## src/rtl/alu_slice_sequencer.sv

```systemverilog
// alu_slice_sequencer: issues one wide operation to a 4-bit 181-style ALU slice, one nibble per cycle LSB first,
// chaining the slice carry and assembling the wide result, carry and equality flags.
module alu_slice_sequencer #(
    parameter int NIBBLES = 4,
    localparam int W = 4 * NIBBLES
) (
    input  logic         clk_i,
    input  logic         rst_i,
    input  logic         start_i,
    input  logic         mode_i,
    input  logic [3:0]   select_i,
    input  logic [W-1:0] a_i,
    input  logic [W-1:0] b_i,
    input  logic         carry_i,
    output logic         busy_o,
    output logic         done_o,
    output logic [W-1:0] result_o,
    output logic         carry_o,
    output logic         equal_o,
    output logic         alu_mode_o,
    output logic [3:0]   alu_select_o,
    output logic [3:0]   alu_a_o,
    output logic [3:0]   alu_b_o,
    output logic         alu_carry_o,
    input  logic [3:0]   alu_f_i,
    input  logic         alu_carry_i,
    input  logic         alu_cmp_i
);
    localparam int CW = $clog2(NIBBLES);

    typedef enum logic [1:0] {S_IDLE, S_RUN, S_DONE} state_t;

    state_t         r_state;
    state_t         w_next;
    logic [CW-1:0]  r_cnt;
    logic           r_mode;
    logic [3:0]     r_sel;
    logic [W-1:0]   r_a;
    logic [W-1:0]   r_b;
    logic           r_cin_n;
    logic           r_acc;
    logic [W-5:0]   r_f;
    logic [W-1:0]   r_result;
    logic           r_carry;
    logic           r_equal;
    logic           w_run;
    logic           w_last;
    logic           w_accept;
    logic [W-1:0]   w_fnext;

    always_comb begin
        w_run    = r_state == S_RUN;
        w_last   = r_cnt == CW'(NIBBLES - 1);
        w_accept = start_i && !w_run;
        w_next   = w_accept ? S_RUN : w_run ? (w_last ? S_DONE : S_RUN) : S_IDLE;
        w_fnext  = {alu_f_i, r_f};
    end

    always_ff @(posedge clk_i or posedge rst_i) begin
        if (rst_i) r_state <= S_IDLE;
        else       r_state <= w_next;
    end

    // Slice nibbles shift in from the top so nibble 0 lands at the bottom after the last cycle;
    // the visible result is copied only at completion so it stays stable between operations.
    always_ff @(posedge clk_i or posedge rst_i) begin
        if (rst_i) begin
            r_cnt    <= '0;
            r_mode   <= 1'b0;
            r_sel    <= 4'd0;
            r_a      <= '0;
            r_b      <= '0;
            r_cin_n  <= 1'b1;
            r_acc    <= 1'b1;
            r_f      <= '0;
            r_result <= '0;
            r_carry  <= 1'b0;
            r_equal  <= 1'b0;
        end else if (w_accept) begin
            r_cnt   <= '0;
            r_mode  <= mode_i;
            r_sel   <= select_i;
            r_a     <= a_i;
            r_b     <= b_i;
            r_cin_n <= ~carry_i;
            r_acc   <= 1'b1;
        end else if (w_run) begin
            r_cnt   <= r_cnt + CW'(1);
            r_a     <= r_a >> 4;
            r_b     <= r_b >> 4;
            r_cin_n <= alu_carry_i;
            r_acc   <= r_acc & alu_cmp_i;
            r_f     <= w_fnext[W-1:4];
            if (w_last) begin
                r_result <= w_fnext;
                r_carry  <= ~alu_carry_i;
                r_equal  <= r_acc & alu_cmp_i;
            end
        end
    end

    always_comb begin
        busy_o       = w_run;
        done_o       = r_state == S_DONE;
        result_o     = r_result;
        carry_o      = r_carry;
        equal_o      = r_equal;
        alu_mode_o   = w_run ? r_mode : 1'b0;
        alu_select_o = w_run ? r_sel : 4'd0;
        alu_a_o      = w_run ? r_a[3:0] : 4'd0;
        alu_b_o      = w_run ? r_b[3:0] : 4'd0;
        alu_carry_o  = w_run ? r_cin_n : 1'b1;
    end
endmodule

```

## config.mk

```make
export PLATFORM = sky130hd
export DESIGN_NAME = alu_slice_sequencer
export DESIGN_NICKNAME = d
export VERILOG_FILES = /design/src/rtl/alu_slice_sequencer.sv
export SDC_FILE = /design/constraint.sdc
export NUM_CORES = 1
export LEC_CHECK = 0
export ABC_AREA = 1
export BUFFER_PORTS_ARGS = -buffer_cell sky130_fd_sc_hd__clkbuf_2
export CAP_MARGIN = 20
export CORE_MARGIN = 4
export CORE_UTILIZATION = 35
export DETAILED_ROUTE_END_ITERATION = 10
export GPL_TIMING_DRIVEN = 1
export HOLD_SLACK_MARGIN = 0.08
export PLACE_DENSITY = 0.55
export SLEW_MARGIN = 20
export SYNTH_ARGS = -nofsm -noshare
export SYNTH_HDL_FRONTEND = slang
export SYNTH_SLANG_ARGS = --single-unit
```

## constraint.sdc

```tcl
create_clock -name clk_i -period 2.7 [get_ports clk_i]
set_input_delay 0.54 -clock clk_i [delete_from_list [all_inputs] [get_ports clk_i]]
set_output_delay 0.54 -clock clk_i [all_outputs]
set_load 0.01 [all_outputs]
```

Word-level counts from Yosys, hierarchy flattened
Cells that the tools add are included.
{ "word_totals": {"register_bits": 73, "latchBits": 0, "mem_bits_rw": 0, "rom_bits": 0, "input_bits": 47, "out_inout_bits": 34, "word_cells": 43, "mem_count": 0} }
{ "classes": {"addsub": 1, "multipliers": 0, "n_div": 0, "n_lt_le_gt_ge": 0, "eq_ne": 3, "n_shift": 0, "muxes": 18, "bitwise": 4, "reduce_logical": 5} }
{ "op_table": {"columns": ["op", "n"], "rows": [
  ["2-to-1 mux 16 bit", 4],
  ["2-to-1 mux 4 bit", 3],
  ["2-to-1 mux 2 bit", 5],
  ["2-to-1 mux 1 bit", 6],
  ["== test 2 bit, second input constant", 2],
  ["inverter 1 bit", 3],
  ["AND reduction 3 bit", 1],
  ["adder 2 x 1 -> 2 bit, second input constant", 1],
  ["== test 2 x 1 -> 1 bit, second input constant", 1],
  ["AND reduction 2 bit", 1],
  ["nonzero test 2 bit", 1],
  ["bitwise AND 1 bit", 1],
  ["logical AND 1 bit", 1],
  ["zero test 1 bit", 1]
]} }

Logic depth before layout (Yosys ltp)
{ "logic_depth": {"depth_word": 5, "ltp_mapped": 6, "ltp_nobuf": 5} }

Worst setup path after synthesis
Ideal clock, no wire load.
{ "synth_timing": {"path_type": "reg2out", "start": "register r_state[1]", "end": "output alu_carry_o", "arrival_ns": 1.008, "required_ns": 2.160, "path_slack_ns": 1.152, "path_stages_with_launch": 5, "n_path_buf": 1, "path_cell_list": "dfrtp_1 inv_2 nand2_2 buf_4 or2_2"} }
{ "synth_between": {"elab_chain_cells": 2} }
{ "synth_rtl": {"columns": ["item", "line_no", "rtl"], "rows": [
  ["start, declared", "33", "state_t r_state;"],
  ["start signal, assigned", "61", "else r_state <= w_next;"],
  ["== test 2 x 1 -> 1 bit", "52", "w_run = r_state == S_RUN;"],
  ["2-to-1 mux 1 bit", "112", "alu_carry_o = w_run ? r_cin_n : 1'b1;"],
  ["end, declared", "24", "output logic alu_carry_o,"]
]} }
No other way between the ends.

Worst setup path after layout
{ "layout_timing": {"start": "register r_state[1]", "end": "output alu_a_o[0]"} }
{ "layout_between": {"elab_chain_cells": 2} }
{ "layout_rtl": {"columns": ["item", "line_no", "rtl"], "rows": [
  ["== test 2 x 1 -> 1 bit", "52", null],
  ["2-to-1 mux 4 bit", "110", "alu_a_o = w_run ? r_a[3:0] : 4'd0;"],
  ["end, declared", "22", "output logic [3:0] alu_a_o,"]
]} }
No other way between the ends.

==> impl_metrics.csv <==
group,metric,value,unit
run_status,status,"complete, no violations",
synthesis,synth_top_area_share,56.5,%
placement,placedCellCount,552,
setup_path,start_kind,"flop",
routing,wire_per_inst,12.6,um
synthesis,ys_top_cells_by_area,"dfrtp_1, nand2_1, nand3_1",
clock_network,hold_buffers,0,
global_routing,grt_max_degree,55,
global_routing,grtUsageTotal,14.6,%
hold_path,hp-class,"input port to asynchronous set/reset pin",
timing,relSlewSlack,54.1,%
timing,drv_slew,0,
clock_network,cts_tree,"built",
routing,drtPass1Iterations,4,
setup_path,worstReg2RegEnd,"result_o[6]",
clock_network,insertion_delay,0.33,ns
setup_path,cp_max_fo,23,
global_routing,grt_overflow,0,
global_routing,grt_antenna_before_repair,0,
synthesis,syn_avg_cell_area,8.28,um2
synthesis,ys_seq_elements,73,
floorplan,core,8720,um2
routing,top_layer,"met4",
synthesis,synth.largest_area_cell,"dfrtp_1",
floorplan,fp.dieH,103,um
routing,postRouteAntennaNets,0,
routing,wl_met2,3290,um
timing,grt_setup_unrepaired,"false",
synthesis,synthCells,380,
finish,instances_no_fill,567,
floorplan,io-pin-count,81,
clock_network,cts_setup_buffers,0,
synthesis,ys_seq_area_share,58.2,%
timing,clock_skew,0.00801,ns
routing,avgViaCountPerCell,4.61,
global_routing,grt_pass1_vias,2620,
routing,vias,2612,
timing,finalCriticalPeriod,2.10,ns
setup_path,rrSetupSlack,1.08,ns
finish,area_growth,21.6,%
clock_network,post_cts_resized,0,
timing,fmax,475,MHz
synthesis,synth.most_common_cell,"nand2_1",
power,p_leak,2.12,nW
clock_network,cts-root-buf,"clkbuf_8",
placement,io_buffers,80,
timing,finalSetupViolCount,0,
finish,antenna_cells,0,
synthesis,async_flop_share,100,%
setup_path,r2r-start,"r_state[1]",
clock_network,cts_made_buffers,9,
routing,wl_met1,3360,um
floorplan,die_w,103,um
synthesis,ys.flop_type,"dfrtp_1",
finish,drive_gt1_share,24.0,%
synthesis,synth_edf_count,0,
clock_network,htreeDepth,3,
synthesis,syn-cell-area,3150,um2
synthesis,synth_nets,428,
placement,gp_congestion,0.715,
setup_path,timing_worst_setup_path_type,"flop to output pin",
placement,post-dp-hpwl,4870,um
power,irDropWorstVdd,347,uV
clock_network,cts.sinks,73,
timing,tightest_slew,0.686,ns
floorplan,rows,34,
setup_path,critPathCaptureType,"output pin",
timing,tns,0,ns
synthesis,synth_warnings,0,
clock_network,clk_path_buf_depth,2,
routing,drt_iter0_markers,134,
floorplan,initial_core_util,36.1,%
clock_network,clk_pin_slew,0.07,ns
setup_path,ff2ff_path_depth,6,
routing,wl_met3,390,um
floorplan,die_area,10600,um2
timing,finalCritPeriodShare,77.9,%
synthesis,ys_top_cells_by_count,"nand2_1, nand3_1, dfrtp_1, buf_2, inv_1",
synthesis,synth_cell_type_count,16,
timing,hold_viol,0,
setup_path,crit_arrival,1.56,ns
global_routing,grt_pass1_wl,12200,um
routing,drc,0,
power,p_per_area,1110,nW/um2
run,drv_cap,0,
setup_path,critPathRequiredTime,2.16,ns
routing,routed_wl,7130,um
finish,final_nets,503,
## per-stage QoR
step                worst slack, ns  utilization [%]  power [mW]  instance area (um2)  hold WS [ns]
floorplan                     0.310                -        2.98                 3150         0.442
global placement              0.969             41.8        3.48                 3650         0.455
detailed placement            0.921             41.8        3.51                 3650         0.460
CTS                           0.541             43.9        4.33                 3820         0.249
global route                  0.453             43.9        4.66                 3820         0.284
finish                        0.597             43.9        4.25                 3820         0.242
## cell usage in the layout, fill, tap and decap left out
cell type | synthesis | routed
nand2_1 | 149 | 149
nand3_1 | 88 | 88
clkbuf_2 | 0 | 80
dfrtp_1 | 71 | 71
nor2_1 | 18 | 18
inv_1 | 19 | 18
clkbuf_8 | 0 | 9
buf_4 | 1 | 6
clkinv_2 | 0 | 4
inv_2 | 2 | 2
nand2_2 | 2 | 2
clkbuf_1 | 3 | 2
buf_12 | 0 | 2
dfstp_2 | 2 | 2
clkinv_1 | 1 | 1
nor2_4 | 1 | 1
or2_2 | 1 | 1
a21oi_1 | 1 | 1
ha_1 | 1 | 1
bufinv_16 | 0 | 1
## cells by family after synthesis
logic type | after synthesis | share of synthesized area, %
buffers and inverters | 46 | 6.40
and+or+nand+nor | 259 | 34.9
DFF | 73 | 58.2
adders and majority gates | 1 | 0.398
AOI/OAI and AO/OA | 1 | 0.159
## per-layer routing
| layer | vias up | GRT usage, % |
|---|---|---|
| met1 | 1195 | 20.6 |
| met5 | - | 0 |
| met2 | 61 | 22.5 |
| met3 | 7 | 2.57 |
| met4 | 0 | 5.98 |
| li1 | 1349 | - |
## where the power goes
| group | switching, mW | internal [mW] | leakage [nW] |
|---|---|---|---|
| clock network | 0.379 | 0.418 | 0.0929 |
| logic | 1.03 | 0.600 | 1.10 |
| registers | 0.260 | 1.57 | 0.928 |
| total | 1.67 | 2.59 | 2.12 |
## critical path: stages (launching register included)
cell,delay (ns)
dfrtp_1,0.41
inv_2,0.08
nand2_2,0.20
buf_4,0.29
nor2_1,0.11
clkbuf_2,0.14
## state kept, by name, summed over array words and instances (netlist names)
register  count
r_cin_n       1
result_o     16
r_state       2
r_mode        1
equal_o       1
r_sel         4
r_a          16
carry_o       1
r_f          12
r_b          16
r_cnt         2
r_acc         1
## worst max-delay path by stage
stage,to,start,slack [ns],cells after the start
after global placement,alu_a_o[3],r_state[1],0.97,5
after global routing,alu_select_o[3],r_state[1],0.45,5
final,alu_a_o[0],r_state[1],0.60,5
after detailed placement,alu_select_o[3],r_state[1],0.92,5
after floorplan,carry_o,rst_i,0.31,1
after CTS,alu_select_o[3],r_state[1],0.54,5
## area by class of cell
| class | instances | area, um2 |
|---|---|---|
| Tap cell | 108 | 135 |
| Timing Repair Buffer | 88 | 485 |
| Sequential cell | 73 | 1830 |
| Clock inverter | 4 | 45.0 |
| Fill cell | 911 | 4900 |
| Multi-Input combinational cell | 261 | 1110 |
| Inverter | 22 | 83.8 |
| Clock buffer | 11 | 131 |
Power figures use the tool's default switching activity.
